==> config.mk <==
export PLATFORM = sky130hd
export DESIGN_NAME = uart_rx_fifo
export DESIGN_NICKNAME = d
export VERILOG_FILES = /design/src/rtl/uart_pkg.sv /design/src/rtl/uart_rx_buffer.sv /design/src/rtl/uart_rx_fifo.sv
export SDC_FILE = /design/constraint.sdc
export NUM_CORES = 1
export LEC_CHECK = 0
export CORE_ASPECT_RATIO = 0.5
export CORE_MARGIN = 2
export CORE_UTILIZATION = 45
export DETAILED_ROUTE_END_ITERATION = 12
export SYNTH_ARGS = -nofsm -noshare
export SYNTH_HDL_FRONTEND = slang
export SYNTH_SLANG_ARGS = --single-unit
export TNS_END_PERCENT = 1
==> constraint.sdc <==
create_clock -name clk -period 5.5 [get_ports clk]
set_input_delay 1.1 -clock clk [delete_from_list [all_inputs] [get_ports clk]]
set_output_delay 1.1 -clock clk [all_outputs]
set_load 0.005 [all_outputs]
==> src/rtl/uart_pkg.sv <==
// Shared types for the SPART UART receive path: receiver states and sticky error flags.
package uart_pkg;

  typedef enum logic [2:0] {
    IDLE,
    START,
    DATA,
    PARITY,
    STOP,
    BREAK
  } rx_state_t;

  typedef struct packed {
    logic frame;
    logic parity;
    logic overrun;
  } rx_err_t;

endpackage

==> src/rtl/uart_rx_buffer.sv <==
// Circular receive FIFO, first-word-fall-through; a push into a full buffer only lands
// when a pop happens in the same cycle.
module uart_rx_buffer #(
  parameter int WIDTH = 8,
  parameter int DEPTH = 4
) (
  input  logic                     clk,
  input  logic                     rst_n,
  input  logic                     push,
  input  logic                     pop,
  input  logic [WIDTH-1:0]         wr_data,
  output logic [WIDTH-1:0]         rd_data,
  output logic [$clog2(DEPTH):0]   count,
  output logic                     full,
  output logic                     empty
);
  localparam int AW = $clog2(DEPTH);
  localparam logic [AW:0] FULL_CNT = (AW+1)'(DEPTH);

  logic [DEPTH-1:0][WIDTH-1:0] mem;
  logic [AW-1:0]               wr_ptr, rd_ptr;
  logic                        push_ok, pop_ok;

  assign full    = (count == FULL_CNT);
  assign empty   = (count == '0);
  assign pop_ok  = pop && !empty;
  assign push_ok = push && (!full || pop_ok);

  // Pointers are exactly AW bits wide, so wrap is the natural overflow.
  always_ff @(posedge clk or negedge rst_n) begin
    if (!rst_n) begin
      wr_ptr <= '0;
      rd_ptr <= '0;
      count  <= '0;
    end else begin
      if (push_ok) wr_ptr <= wr_ptr + 1'b1;
      if (pop_ok)  rd_ptr <= rd_ptr + 1'b1;
      case ({push_ok, pop_ok})
        2'b10:   count <= count + 1'b1;
        2'b01:   count <= count - 1'b1;
        default: count <= count;
      endcase
    end
  end

  always_ff @(posedge clk) begin
    if (push_ok) mem[wr_ptr] <= wr_data;
  end

  assign rd_data = empty ? '0 : mem[rd_ptr];

endmodule

==> src/rtl/uart_rx_fifo.sv <==
// UART receive channel: rxd synchroniser, oversampled bit FSM, sticky errors, receive FIFO.
// Define UART_RX_PARITY_EN to expect a parity bit after the data bits (PARITY_ODD selects odd).
module uart_rx_fifo
  import uart_pkg::*;
#(
  parameter int DATA_BITS  = 8,
  parameter int OVERSAMPLE = 16,
  parameter int FIFO_DEPTH = 4,
  parameter int PARITY_ODD = 0
) (
  input  logic                          clk,
  input  logic                          rst_n,
  input  logic                          baud_tick,
  input  logic                          rxd,
  input  logic                          rd_en,
  input  logic                          clr_err,
  output logic [DATA_BITS-1:0]          dout,
  output logic                          rda,
  output logic [$clog2(FIFO_DEPTH):0]   count,
  output logic                          frame_err,
  output logic                          overrun,
  output logic                          parity_err
);
  localparam int TW = $clog2(OVERSAMPLE);
  localparam int BW = $clog2(DATA_BITS);
  localparam logic [TW-1:0] MID_TICK = TW'(OVERSAMPLE/2 - 1);
  localparam logic [TW-1:0] BIT_TICK = TW'(OVERSAMPLE - 1);
  localparam logic [BW-1:0] LAST_BIT = BW'(DATA_BITS - 1);

  logic [1:0]           sync_q;
  logic                 rxd_s;
  rx_state_t            state_q, state_d;
  logic [TW-1:0]        tick_q, tick_d;
  logic [BW-1:0]        bit_q, bit_d;
  logic [DATA_BITS-1:0] shreg_q, shreg_d;
  logic                 par_bad_q, par_bad_d;
  rx_err_t              err_q, err_set;
  logic                 push, buf_full, buf_empty;

  assign rxd_s = sync_q[1];

  always_ff @(posedge clk or negedge rst_n) begin
    if (!rst_n) begin
      sync_q    <= '1;
      state_q   <= IDLE;
      tick_q    <= '0;
      bit_q     <= '0;
      shreg_q   <= '0;
      par_bad_q <= 1'b0;
      err_q     <= '0;
    end else begin
      sync_q    <= {sync_q[0], rxd};
      state_q   <= state_d;
      tick_q    <= tick_d;
      bit_q     <= bit_d;
      shreg_q   <= shreg_d;
      par_bad_q <= par_bad_d;
      err_q     <= (clr_err ? rx_err_t'('0) : err_q) | err_set;
    end
  end

  always_comb begin
    state_d   = state_q;
    tick_d    = tick_q;
    bit_d     = bit_q;
    shreg_d   = shreg_q;
    par_bad_d = par_bad_q;
    push      = 1'b0;
    err_set   = '0;
    if (baud_tick) begin
      case (state_q)
        IDLE: if (!rxd_s) begin
          state_d = START;
          tick_d  = '0;
        end
        // Half a bit in: a line that is high again was only a glitch.
        START: if (tick_q == MID_TICK) begin
          tick_d    = '0;
          bit_d     = '0;
          par_bad_d = 1'b0;
          state_d   = rxd_s ? IDLE : DATA;
        end else tick_d = tick_q + 1'b1;
        DATA: if (tick_q == BIT_TICK) begin
          tick_d  = '0;
          shreg_d = {rxd_s, shreg_q[DATA_BITS-1:1]};
          if (bit_q == LAST_BIT) begin
            bit_d = '0;
`ifdef UART_RX_PARITY_EN
            state_d = PARITY;
`else
            state_d = STOP;
`endif
          end else bit_d = bit_q + 1'b1;
        end else tick_d = tick_q + 1'b1;
`ifdef UART_RX_PARITY_EN
        PARITY: if (tick_q == BIT_TICK) begin
          tick_d         = '0;
          par_bad_d      = rxd_s != (^shreg_q ^ (PARITY_ODD != 0));
          err_set.parity = par_bad_d;
          state_d        = STOP;
        end else tick_d = tick_q + 1'b1;
`endif
        STOP: if (tick_q == BIT_TICK) begin
          tick_d = '0;
          if (rxd_s) begin
            push    = !par_bad_q;
            state_d = IDLE;
          end else begin
            err_set.frame = 1'b1;
            state_d       = BREAK;
          end
        end else tick_d = tick_q + 1'b1;
        BREAK: if (rxd_s) state_d = IDLE;
        default: state_d = IDLE;
      endcase
    end
    // A same-cycle read frees the slot, so only an unread full buffer overruns.
    err_set.overrun = push && buf_full && !rd_en;
  end

  uart_rx_buffer #(
    .WIDTH (DATA_BITS),
    .DEPTH (FIFO_DEPTH)
  ) u_buf (
    .clk     (clk),
    .rst_n   (rst_n),
    .push    (push),
    .pop     (rd_en),
    .wr_data (shreg_q),
    .rd_data (dout),
    .count   (count),
    .full    (buf_full),
    .empty   (buf_empty)
  );

  assign rda       = !buf_empty;
  assign frame_err = err_q.frame;
  assign overrun   = err_q.overrun;
`ifdef UART_RX_PARITY_EN
  assign parity_err = err_q.parity;
`else
  assign parity_err = 1'b0;
`endif

endmodule
==> results_dict.tcl <==
set metrics [dict create \
    status "complete, no violations" \
    cts_tree "done" \
    gp_congestion 0.812 \
    die_area_mm2 0.00674 \
    grt_max_degree 30 \
    fin_worst_skew_ns 0.00445 \
    drt_first_pass_iters 7 \
    wire_per_inst_um 16.0 \
    crit_chain "mux4_2, and2_1, clkdlybuf4s50_1" \
    timing.rr.end "u_buf.count[2]" \
    tns_ns 0 \
    post-route-drc-count 0 \
    syn-num-nets 205 \
    ys_seq_area_frac 0.619 \
    core_mm2 0.00566 \
    crit_buf_inv 1 \
    crit_family "flip-flops" \
    grt_pass1_vias 1495 \
    fin_ws_ns 2.14 \
    synth_cell_types 47 \
    p_per_area_mw_per_mm2 452 \
    clockBufferDepth 2 \
    synth_top_area_cell "edfxtp_1" \
    worst_path_max_delay_cell "dfrtp_1" \
    post-route-min-period_ns 3.36 \
    r2r_cells 11 \
    cts.sinks 61 \
    synth_area_leaders "edfxtp_1 (35%), dfrtp_1 (25%), mux4_2 (6.6%), mux2_2 (4.1%), ha_1 (3.7%)" \
    h-tree-depth 3 \
    rsz0062_at_grt "no" \
    chipWidth_um 114 \
    synth_area_mm2 0.00273 \
    place_area_mm2 0.00297 \
    setup_violations 0 \
    synth.most_common_cell "edfxtp_1" \
    min_path_cells 0 \
    synthCells 190 \
    grt_use_total 0.160 \
    hold_viol 0 \
    vias_per_cell 5.37 \
    wirelength_mm 4.63 \
    timing.hold.ws_ns 0.356 \
    critPathMaxStageDelay_ns 0.74 \
    ys.flop_type "edfxtp_1" \
    place_hpwl_mm 2.99 \
    detail-route-antenna-nets 0 \
    die_h_um 59.1 \
    post-place-ws_ns 2.12 \
    post-route-util 0.577 \
    finish.net_count 226 \
    drive_gt1_frac 0.194 \
    cts_resized 0 \
    finalCritPeriodShare 0.611 \
    startpoint_type "flop" \
    port_buffers 19 \
    ctsRootBufferMaster "clkbuf_16" \
    slew_violations 0 \
    yosysTopAreaCellShare 0.352 \
    grt_first_pass_wirelength_mm 7.78 \
    worstSetupPathType "reg -> out" \
    synth_warnings 0 \
    initial_core_util 0.482 \
    postSynthAreaPerCell_um2 14.4 \
    synth-edff-count 32 \
    critical_path_required_ns 4.40 \
    clk_pin_slew_worst_paths_ns 0.05 \
    vias 1551 \
    area.growth.synth_to_final_pct 19.7 \
    worstSkewPairLatency_ns 0.32 \
    antenna_found_initial 0 \
    critPathCaptureType "output port" \
    cp.arrival_ns 2.26 \
    max_slew.worst_pin.slew_ns 0.626 \
    synthTopCellsByCount "edfxtp_1 (32), dfrtp_1 (27), and2_1 (14)" \
    p_leak_nw 1.24 \
    path_max_fanout 10 \
    rrSetupSlack_ns 3.03 \
    maxCapViolations 0 \
    grt_overflow_total 0 \
    first_iter_violations 70 \
    cts_inserted_buffers 9 \
    pin_count 21 \
    hp-start "sync_q[0]" \
    ys_seq_elements 61 \
    postCtsHoldBufs 0 \
    max_freq_ghz 0.298 \
    relSlewSlack 0.583 \
    antennaDiodeCount 0 \
    worstReg2RegStart "tick_q[0]" \
    async_flop_share 0.475 \
    post_cts_buffers 0 \
    rows 19 \
    peakVddDrop_mv 0.189 \
    hold_class "reg -> reg" \
    postLayoutCellArea_mm2 0.00327 \
    worst_hold_path.endpoint "sync_q[1]" \
]
## worst reg2reg max path, stage by stage (launching register included)
cell	delay, ns
dfrtp_1	0.39
ha_1	0.27
and3_1	0.23
nand4_1	0.18
nor3b_2	0.41
inv_1	0.09
ha_1	0.21
inv_1	0.07
fa_1	0.17
xor2_1	0.14
nor2_1	0.06
xor2_1	0.14
## how the worst max path moves through the flow
stage | start | to | slack [ns] | depth (start not counted)
6_report | u_buf.rd_ptr[0] | dout[1] | 2.14 | 3
5_1_grt | u_buf.rd_ptr[0] | dout[6] | 2.00 | 3
4_1_cts | u_buf.rd_ptr[0] | dout[1] | 2.08 | 3
3_5_place_dp | baud_tick | u_buf.count[2] | 2.12 | 10
3_3_place_gp | baud_tick | u_buf.count[2] | 2.15 | 10
2_1_floorplan | baud_tick | u_buf.count[2] | 2.74 | 10
## report_power, final
| part | total (mW) | internal [mW] | switching (mW) |
|---|---|---|---|
| registers | 0.613 | 0.522 | 0.0913 |
| logic | 0.309 | 0.194 | 0.115 |
| clock network | 0.555 | 0.352 | 0.202 |
## placed cells by master, fill, tap and decap left out, drive strengths merged, types with 2 or more instances in the layout
master / n
a22o: 2
a311o: 2
and2: 14
clkbuf: 9
clkdlybuf4s50: 19
clkinv: 5
dfrtp: 27
dfstp: 2
edfxtp: 32
ha: 8
inv: 13
mux2: 10
mux2i: 3
mux4: 8
nand2: 9
nand3: 3
nor2: 6
nor3: 2
nor3b: 3
nor4b: 2
o21ai: 6
o22ai: 2
xnor2: 3
xor2: 4
## flip-flops by register name (all words and copies together) (netlist names)
name,flops
frame_err,1
overrun,1
sync_q,2
state_q,3
u_buf.rd_ptr,2
u_buf.mem,32
bit_q,3
tick_q,4
u_buf.count,3
shreg_q,8
u_buf.wr_ptr,2
## per-layer routing
metal | share of wire | vias to the layer above | global-route usage
li1 | - | 741 | -
met1 | 0.48 | 765 | 0.209
met2 | 0.46 | 41 | 0.250
met3 | 0.051 | 4 | 0.0675
met4 | 0.0045 | 0 | 0.0418
met5 | 0 | - | 0
## final cells by class
| class | count | area [µm²] |
|---|---|---|
| clock buffer | 9 | 225 |
| clock inverter | 7 | 75.1 |
| fill | 461 | 2390 |
| inverter | 12 | 45.0 |
| multi-input combinational | 107 | 942 |
| sequential | 61 | 1690 |
| tap | 73 | 91.3 |
| timing repair buffer | 20 | 198 |
## kinds of logic after synthesis
logic type,synth area share
AOI/OAI and AO/OA,0.0550
DFF,0.619
muxes,0.118
buffers and inverters,0.0358
adders and majority gates,0.0481
xor gates and xnor gates,0.0225
and+or+nand+nor,0.100
other,0.00137
## stage by stage
stage | cells | power (mW)
floorplan | 190 | 0.806
global placement | 273 | 0.928
detailed placement | 273 | 0.934
CTS | 289 | 1.50
global route | 289 | 1.56
finish | 289 | 1.48
Power figures use the tool's default switching activity.
